[src/rtl/button_conditioner.sv]
// Raw board controls -> synchronized, debounced levels plus one-cycle press events.
// Define LONG_PRESS_EN to add long_pulse, a "clear and run" event on a long btnS hold.
module button_conditioner_db #(
  parameter int DB_CYCLES = 1000000,
  parameter int CNT_W     = 20
) (
  input  logic clk,
  input  logic rst,
  input  logic raw,
  output logic db
);
  logic             s1, s2;
  logic [CNT_W-1:0] cnt;

  always_ff @(posedge clk) begin
    if (rst) begin
      s1  <= 1'b0;
      s2  <= 1'b0;
      db  <= 1'b0;
      cnt <= '0;
    end else begin
      s1 <= raw;
      s2 <= s1;
      if (s2 == db) begin
        cnt <= '0;
      end else if (cnt == CNT_W'(DB_CYCLES - 1)) begin
        db  <= s2;
        cnt <= '0;
      end else begin
        cnt <= cnt + 1'b1;
      end
    end
  end
endmodule

module button_conditioner #(
  parameter int DB_CYCLES   = 1000000,
  parameter int CNT_W       = 20,
  parameter int LONG_CYCLES = 100000000,
  parameter int LONG_W      = 27
) (
  input  logic clk,
  input  logic rst,
  input  logic btnS,
  input  logic btnR,
  input  logic sel,
  input  logic adj,
  output logic pause_pulse,
  output logic rst_pulse,
  output logic paused,
  output logic sel_db,
  output logic adj_db
`ifdef LONG_PRESS_EN
  ,
  output logic long_pulse
`endif
);
  localparam int NUM_CH = 4;

  logic [NUM_CH-1:0] raw, db;
  logic              dbs_q, dbr_q;
  logic              long_fire, long_clr;

  assign raw = {adj, sel, btnR, btnS};

  for (genvar i = 0; i < NUM_CH; i++) begin : g_ch
    button_conditioner_db #(.DB_CYCLES(DB_CYCLES), .CNT_W(CNT_W)) u_ch (
      .clk(clk),
      .rst(rst),
      .raw(raw[i]),
      .db (db[i])
    );
  end

  assign sel_db = db[2];
  assign adj_db = db[3];

`ifdef LONG_PRESS_EN
  logic [LONG_W-1:0] lcnt;

  assign long_fire = db[0] && (lcnt == LONG_W'(LONG_CYCLES - 1));
  assign long_clr  = long_pulse;

  // Saturating hold counter: one event per hold, cleared on release.
  always_ff @(posedge clk) begin
    if (rst) begin
      lcnt       <= '0;
      long_pulse <= 1'b0;
    end else begin
      long_pulse <= long_fire;
      if (!db[0])
        lcnt <= '0;
      else if (lcnt != LONG_W'(LONG_CYCLES))
        lcnt <= lcnt + 1'b1;
    end
  end
`else
  logic [LONG_W-1:0] unused_long;
  assign unused_long = LONG_W'(LONG_CYCLES);
  assign long_fire   = 1'b0;
  assign long_clr    = 1'b0;
`endif

  always_ff @(posedge clk) begin
    if (rst) begin
      dbs_q       <= 1'b0;
      dbr_q       <= 1'b0;
      pause_pulse <= 1'b0;
      rst_pulse   <= 1'b0;
      paused      <= 1'b0;
    end else begin
      dbs_q       <= db[0];
      dbr_q       <= db[1];
      pause_pulse <= db[0] & ~dbs_q;
      rst_pulse   <= db[1] & ~dbr_q & ~long_fire;
      // Reset (or a long hold) wins over a coincident pause toggle.
      if (rst_pulse || long_clr)
        paused <= 1'b0;
      else if (pause_pulse)
        paused <= ~paused;
    end
  end
endmodule

[config.mk]
export PLATFORM = sky130hd
export DESIGN_NAME = button_conditioner
export DESIGN_NICKNAME = d
export VERILOG_FILES = /design/src/rtl/button_conditioner.sv
export SDC_FILE = /design/constraint.sdc
export NUM_CORES = 1
export LEC_CHECK = 0
export CAP_MARGIN = 20
export CORE_UTILIZATION = 59
export DETAILED_ROUTE_END_ITERATION = 12
export GPL_TIMING_DRIVEN = 0
export PLACE_DENSITY = 0.77
export SYNTH_ARGS = -nofsm -noshare
export SYNTH_HDL_FRONTEND = slang
export SYNTH_SLANG_ARGS = --single-unit
[constraint.sdc]
create_clock -name clk -period 2.2 [get_ports clk]
set_input_delay 0.22 -clock clk [delete_from_list [all_inputs] [get_ports clk]]
set_output_delay 0.22 -clock clk [all_outputs]
set_load 0.05 [all_outputs]
==> run summary <==
GLOBAL ROUTING
----------------------------------------------------------------------------------------
Wire length of the first global-routing pass                                    13300 µm
Global Route Usage Sum                                                             22.1%
Maximum number of pins on one net before global-route repair                          17
Antenna violations before repair                                                       0
Total global routing overflow                                                          0
Vias in the first global route                                                      3020

FINISH
----------------------------------------------------------------------------------------
Final design utilization                                                           68.2%
Filler Cell Count                                                                    578
Growth of design area from synthesis to finish                                     11.0%
Nets                                                                                 503
Antenna Diode Count                                                                    0
Sequential cell area                                                            1940 µm²
Area taken by multi-input logic gates                                           2160 µm²
Fraction of final layout cells sized beyond drive strength 1                       7.03%

ROUTING
----------------------------------------------------------------------------------------
Total detailed-routing wirelength                                                7790 µm
DR WL/cell                                                                       13.1 µm
DRC violations left                                                                    0
Count of nets left with antenna violations after detail routing                        0
Number of vias in the routed layout                                                 3388
Initial DRT Pass Iterations                                                            4
Initial drt markers                                                                  125
Routed vias/inst                                                                    5.70

WORST SETUP PATH
----------------------------------------------------------------------------------------
Source of the worst register-to-register timing path                        g_ch[2].u_ch.cnt[0]
Nature of the critical path endpoint                                            register
Critical path peak fanout                                                              7
Capture point of the worst reg-to-reg path                                  g_ch[2].u_ch.cnt[14]
Depth of the most critical reg-to-reg path                                             6
Worst setup endpoint                                                        g_ch[2].u_ch.cnt[14]
Crit path launch type                                                           register
CP Class                                                                      reg -> reg
Arrival time worst endpoint                                                      2.35 ns
Internal reg-to-reg setup slack                                                  0.15 ns
Crit path from                                                              g_ch[2].u_ch.cnt[0]
Worst path required time                                                         2.50 ns

SYNTHESIS
----------------------------------------------------------------------------------------
Yosys synthesis warning count                                                          0
Cell area after synthesis                                                       4200 µm²
Sequential fraction of the synthesis area                                          46.3%
Count of state elements after synthesis                                               97
Count of flip-flops with a built-in enable after synthesis                             0
Asr flop ratio synth                                                                  0%
Total nets after synthesis                                                           481
Average cell area after synthesis                                               8.91 µm²
Post-synthesis cell type count                                                        43
Flip-flop cell with the highest count after synthesis                       sky130_fd_sc_hd__dfxtp_1
Gate Count Post-Synth                                                                471

WORST HOLD PATH
----------------------------------------------------------------------------------------
Kind of path behind the tightest hold check                                   reg -> reg

FLOW RUN
----------------------------------------------------------------------------------------
Number of max-cap violations                                                           0

POWER
----------------------------------------------------------------------------------------
Worst ir drop on vdd                                                              523 µV
Internal Power                                                                   2430 µW
Static Leak                                                                   0.00131 µW
Proportion of power drawn by flip-flops and latches                                57.6%
Reported net switching power                                                      639 µW
Power density normalized to cell area                                         659 nW/µm²
Overall power after layout                                                       3070 µW
Switching share of power                                                           20.8%
Part of the power in the clock network                                             40.8%
Fraction of power consumed by combinational cells                                   1.5%

TIMING
----------------------------------------------------------------------------------------
Post-Route Setup TNS                                                                0 ns
Number of pins exceeding their max-slew limit in the final report                      0
Portion of the clock cycle consumed by the worst path in the final layout          93.2%
Worst slew slack as a fraction of its limit                                        66.7%
Final setup vio count                                                                  0
Minimum setup slack in the final design                                         0.149 ns
Measured slew at the worst slew-check pin                                       0.498 ns
Worst clock skew on the final layout                                           0.0138 ns
Hold violation total from the final report                                             0
Final worst path period need                                                     2.05 ns
RSZ-0062 raised after global routing                                                  no
Worst hold slack after final layout                                             0.390 ns
Top achievable clock speed                                                       488 MHz

FLOORPLAN
----------------------------------------------------------------------------------------
Cell Rows                                                                             30
Die width                                                                        86.3 µm
Starting Density                                                                   61.4%
Y dimension of the die                                                           86.3 µm
Placeable core region                                                           6830 µm²
Number of top-level pins                                                              11
Die ar.                                                                         7450 µm²

CLOCKING
----------------------------------------------------------------------------------------
Clock insertion delay at the later pin of the skew report                        0.36 ns
Library cell used as clock root buffer                                      sky130_fd_sc_hd__clkbuf_8
Total clock sinks                                                                     97
Count of H-tree levels built during CTS                                                3
Number of clock buffers inserted by TritonCTS                                          9
CTS tree                                                                           built
Clock slew at reported path FFs                                                  0.10 ns
CTS Hold Bufs                                                                          0
Maximum count of clock buffers along a single path                                     2

PLACE
----------------------------------------------------------------------------------------
Post-Place Worst Slack                                                        -0.0857 ns
Final RePlAce weighted congestion                                                  0.793
Quantity of I/O buffers inserted on ports                                             10
Detailed-placement wirelength estimate                                           5370 µm

STATUS
----------------------------------------------------------------------------------------
Result of the run                                                           complete, no violations

==> worst max-delay path, cell delays in order, from the launching register on <==
cell,delay (ns)
sky130_fd_sc_hd__dfxtp_1,0.41
sky130_fd_sc_hd__ha_1,0.23
sky130_fd_sc_hd__nand2_1,0.13
sky130_fd_sc_hd__or3_1,0.36
sky130_fd_sc_hd__clkbuf_1,0.18
sky130_fd_sc_hd__or4_1,0.53
sky130_fd_sc_hd__a21oi_1,0.15
==> registers in the layout (all words and copies together), names as in the netlist <==
signal and count:
g_ch.u_ch.s1 4, g_ch.u_ch.db 4, dbr_q 1, rst_pulse 1, g_ch.u_ch.s2 4, paused 1
dbs_q 1, pause_pulse 1, g_ch.u_ch.cnt 80
==> repair_timing <==
| item | 4_1_cts | 5_1_grt |
|---|---|---|
| resized for setup | 2 | 5 |
| setup endpoints to repair | 20 | 23 |
| cloned | 0 | 0 |
| pin swaps | 0 | 1 |
| setup buffers | 0 | 1 |
==> cell families after synthesis <==
family / count (synthesis) / synth area share [%]
AO/OA/AOI/OAI: 52 / 7.72
XOR/XNOR: 57 / 11.9
adder cells (fa/ha/maj): 4 / 1.19
buffers and inverters: 25 / 2.53
flip-flops: 97 / 46.3
AND/OR/NAND/NOR: 236 / 30.4
==> how the worst min path moves through the flow <==
stage	startpoint	to	slack [ns]	cells after the start
floorplan	btnS	g_ch[0].u_ch.s1	0.35	1
global placement	dbr_q	rst_pulse	0.37	1
detailed placement	dbr_q	rst_pulse	0.38	1
CTS	dbr_q	rst_pulse	0.39	1
global route	dbr_q	rst_pulse	0.42	1
finish	dbr_q	rst_pulse	0.39	1
==> cell usage after synthesis (9+ instances only) <==
cell type                 instances  area, µm²
sky130_fd_sc_hd__nand3_1         27        135
sky130_fd_sc_hd__nand2_1         21       78.8
sky130_fd_sc_hd__nor2_1          67        251
sky130_fd_sc_hd__dfxtp_1         97       1940
sky130_fd_sc_hd__or4_1            9       67.6
sky130_fd_sc_hd__nor3_1          19       95.1
sky130_fd_sc_hd__xor2_1          13        114
sky130_fd_sc_hd__a21oi_1         22        110
sky130_fd_sc_hd__or3_1           15       93.8
sky130_fd_sc_hd__nor4_1          13       81.3
sky130_fd_sc_hd__o21ai_0         11       55.1
sky130_fd_sc_hd__inv_1           18       67.6
sky130_fd_sc_hd__nand4_1         21        131
sky130_fd_sc_hd__xnor2_1         44        385
sky130_fd_sc_hd__o31ai_1          9       67.6
sky130_fd_sc_hd__nor2b_1         12       75.1
==> area by class of cell <==
cell class,count,share of cell area (%)
sequential,97,41.7
clock inverter,6,1.93
tap,96,2.58
inverter,18,1.45
timing repair buffer,11,2.31
buffer,7,0.886
multi-input combinational,349,46.4
clock buffer,10,2.74
==> cells in the final DEF, fill, tap and decap left out, types with 2 or more instances in the layout <==
cell type,Yosys,layout
sky130_fd_sc_hd__dfxtp_1,97,97
sky130_fd_sc_hd__nor2_1,67,67
sky130_fd_sc_hd__xnor2_1,44,44
sky130_fd_sc_hd__nand3_1,27,27
sky130_fd_sc_hd__a21oi_1,22,22
sky130_fd_sc_hd__nand4_1,21,21
sky130_fd_sc_hd__nand2_1,21,21
sky130_fd_sc_hd__nor3_1,19,19
sky130_fd_sc_hd__inv_1,18,18
sky130_fd_sc_hd__or3_1,15,15
sky130_fd_sc_hd__nor4_1,13,13
sky130_fd_sc_hd__xor2_1,13,13
sky130_fd_sc_hd__nor2b_1,12,12
sky130_fd_sc_hd__o21ai_0,11,11
sky130_fd_sc_hd__clkdlybuf4s50_1,0,10
sky130_fd_sc_hd__o31ai_1,9,9
sky130_fd_sc_hd__or4_1,9,9
sky130_fd_sc_hd__clkbuf_8,0,9
sky130_fd_sc_hd__and3_1,6,6
sky130_fd_sc_hd__nor4b_1,6,6
sky130_fd_sc_hd__and4_1,6,6
sky130_fd_sc_hd__ha_1,4,4
sky130_fd_sc_hd__clkbuf_1,4,3
sky130_fd_sc_hd__o21ai_4,1,2
sky130_fd_sc_hd__clkbuf_2,0,2
sky130_fd_sc_hd__nor3b_1,2,2
sky130_fd_sc_hd__o21ai_2,1,2
sky130_fd_sc_hd__or2_2,2,2
sky130_fd_sc_hd__or3b_2,2,2
sky130_fd_sc_hd__buf_4,1,2
sky130_fd_sc_hd__o21ba_2,2,2
sky130_fd_sc_hd__bufinv_16,0,2
==> power by group through the flow <==
stage / logic [µW] / registers, µW / clock network, µW
final: 46.5 / 1770 / 1250
after CTS: 45.3 / 1770 / 1270
after global placement: 43.9 / 1810 / 0
after detailed placement: 44.7 / 1810 / 0
after global routing: 52.0 / 1770 / 1360
after floorplan: 26.8 / 1810 / 0
==> through the flow <==
| step | cell area (µm²) | std cells |
|---|---|---|
| detailed placement | 4420 | 577 |
| global placement | 4420 | 577 |
| finish | 4660 | 594 |
| global route | 4660 | 594 |
| floorplan | 4200 | 471 |
| CTS | 4640 | 593 |
==> metal layers <==
| metal | routed length [µm] | part of all wire (%) | global-route usage, % |
|---|---|---|---|
| met4 | 151 | 1.9 | 9.09 |
| met2 | 3560 | 46 | 35.9 |
| met3 | 285 | 3.7 | 3.81 |
| met1 | 3790 | 49 | 29.2 |
| met5 | 0 | 0 | 0 |
(Power assumes the default switching activity.)
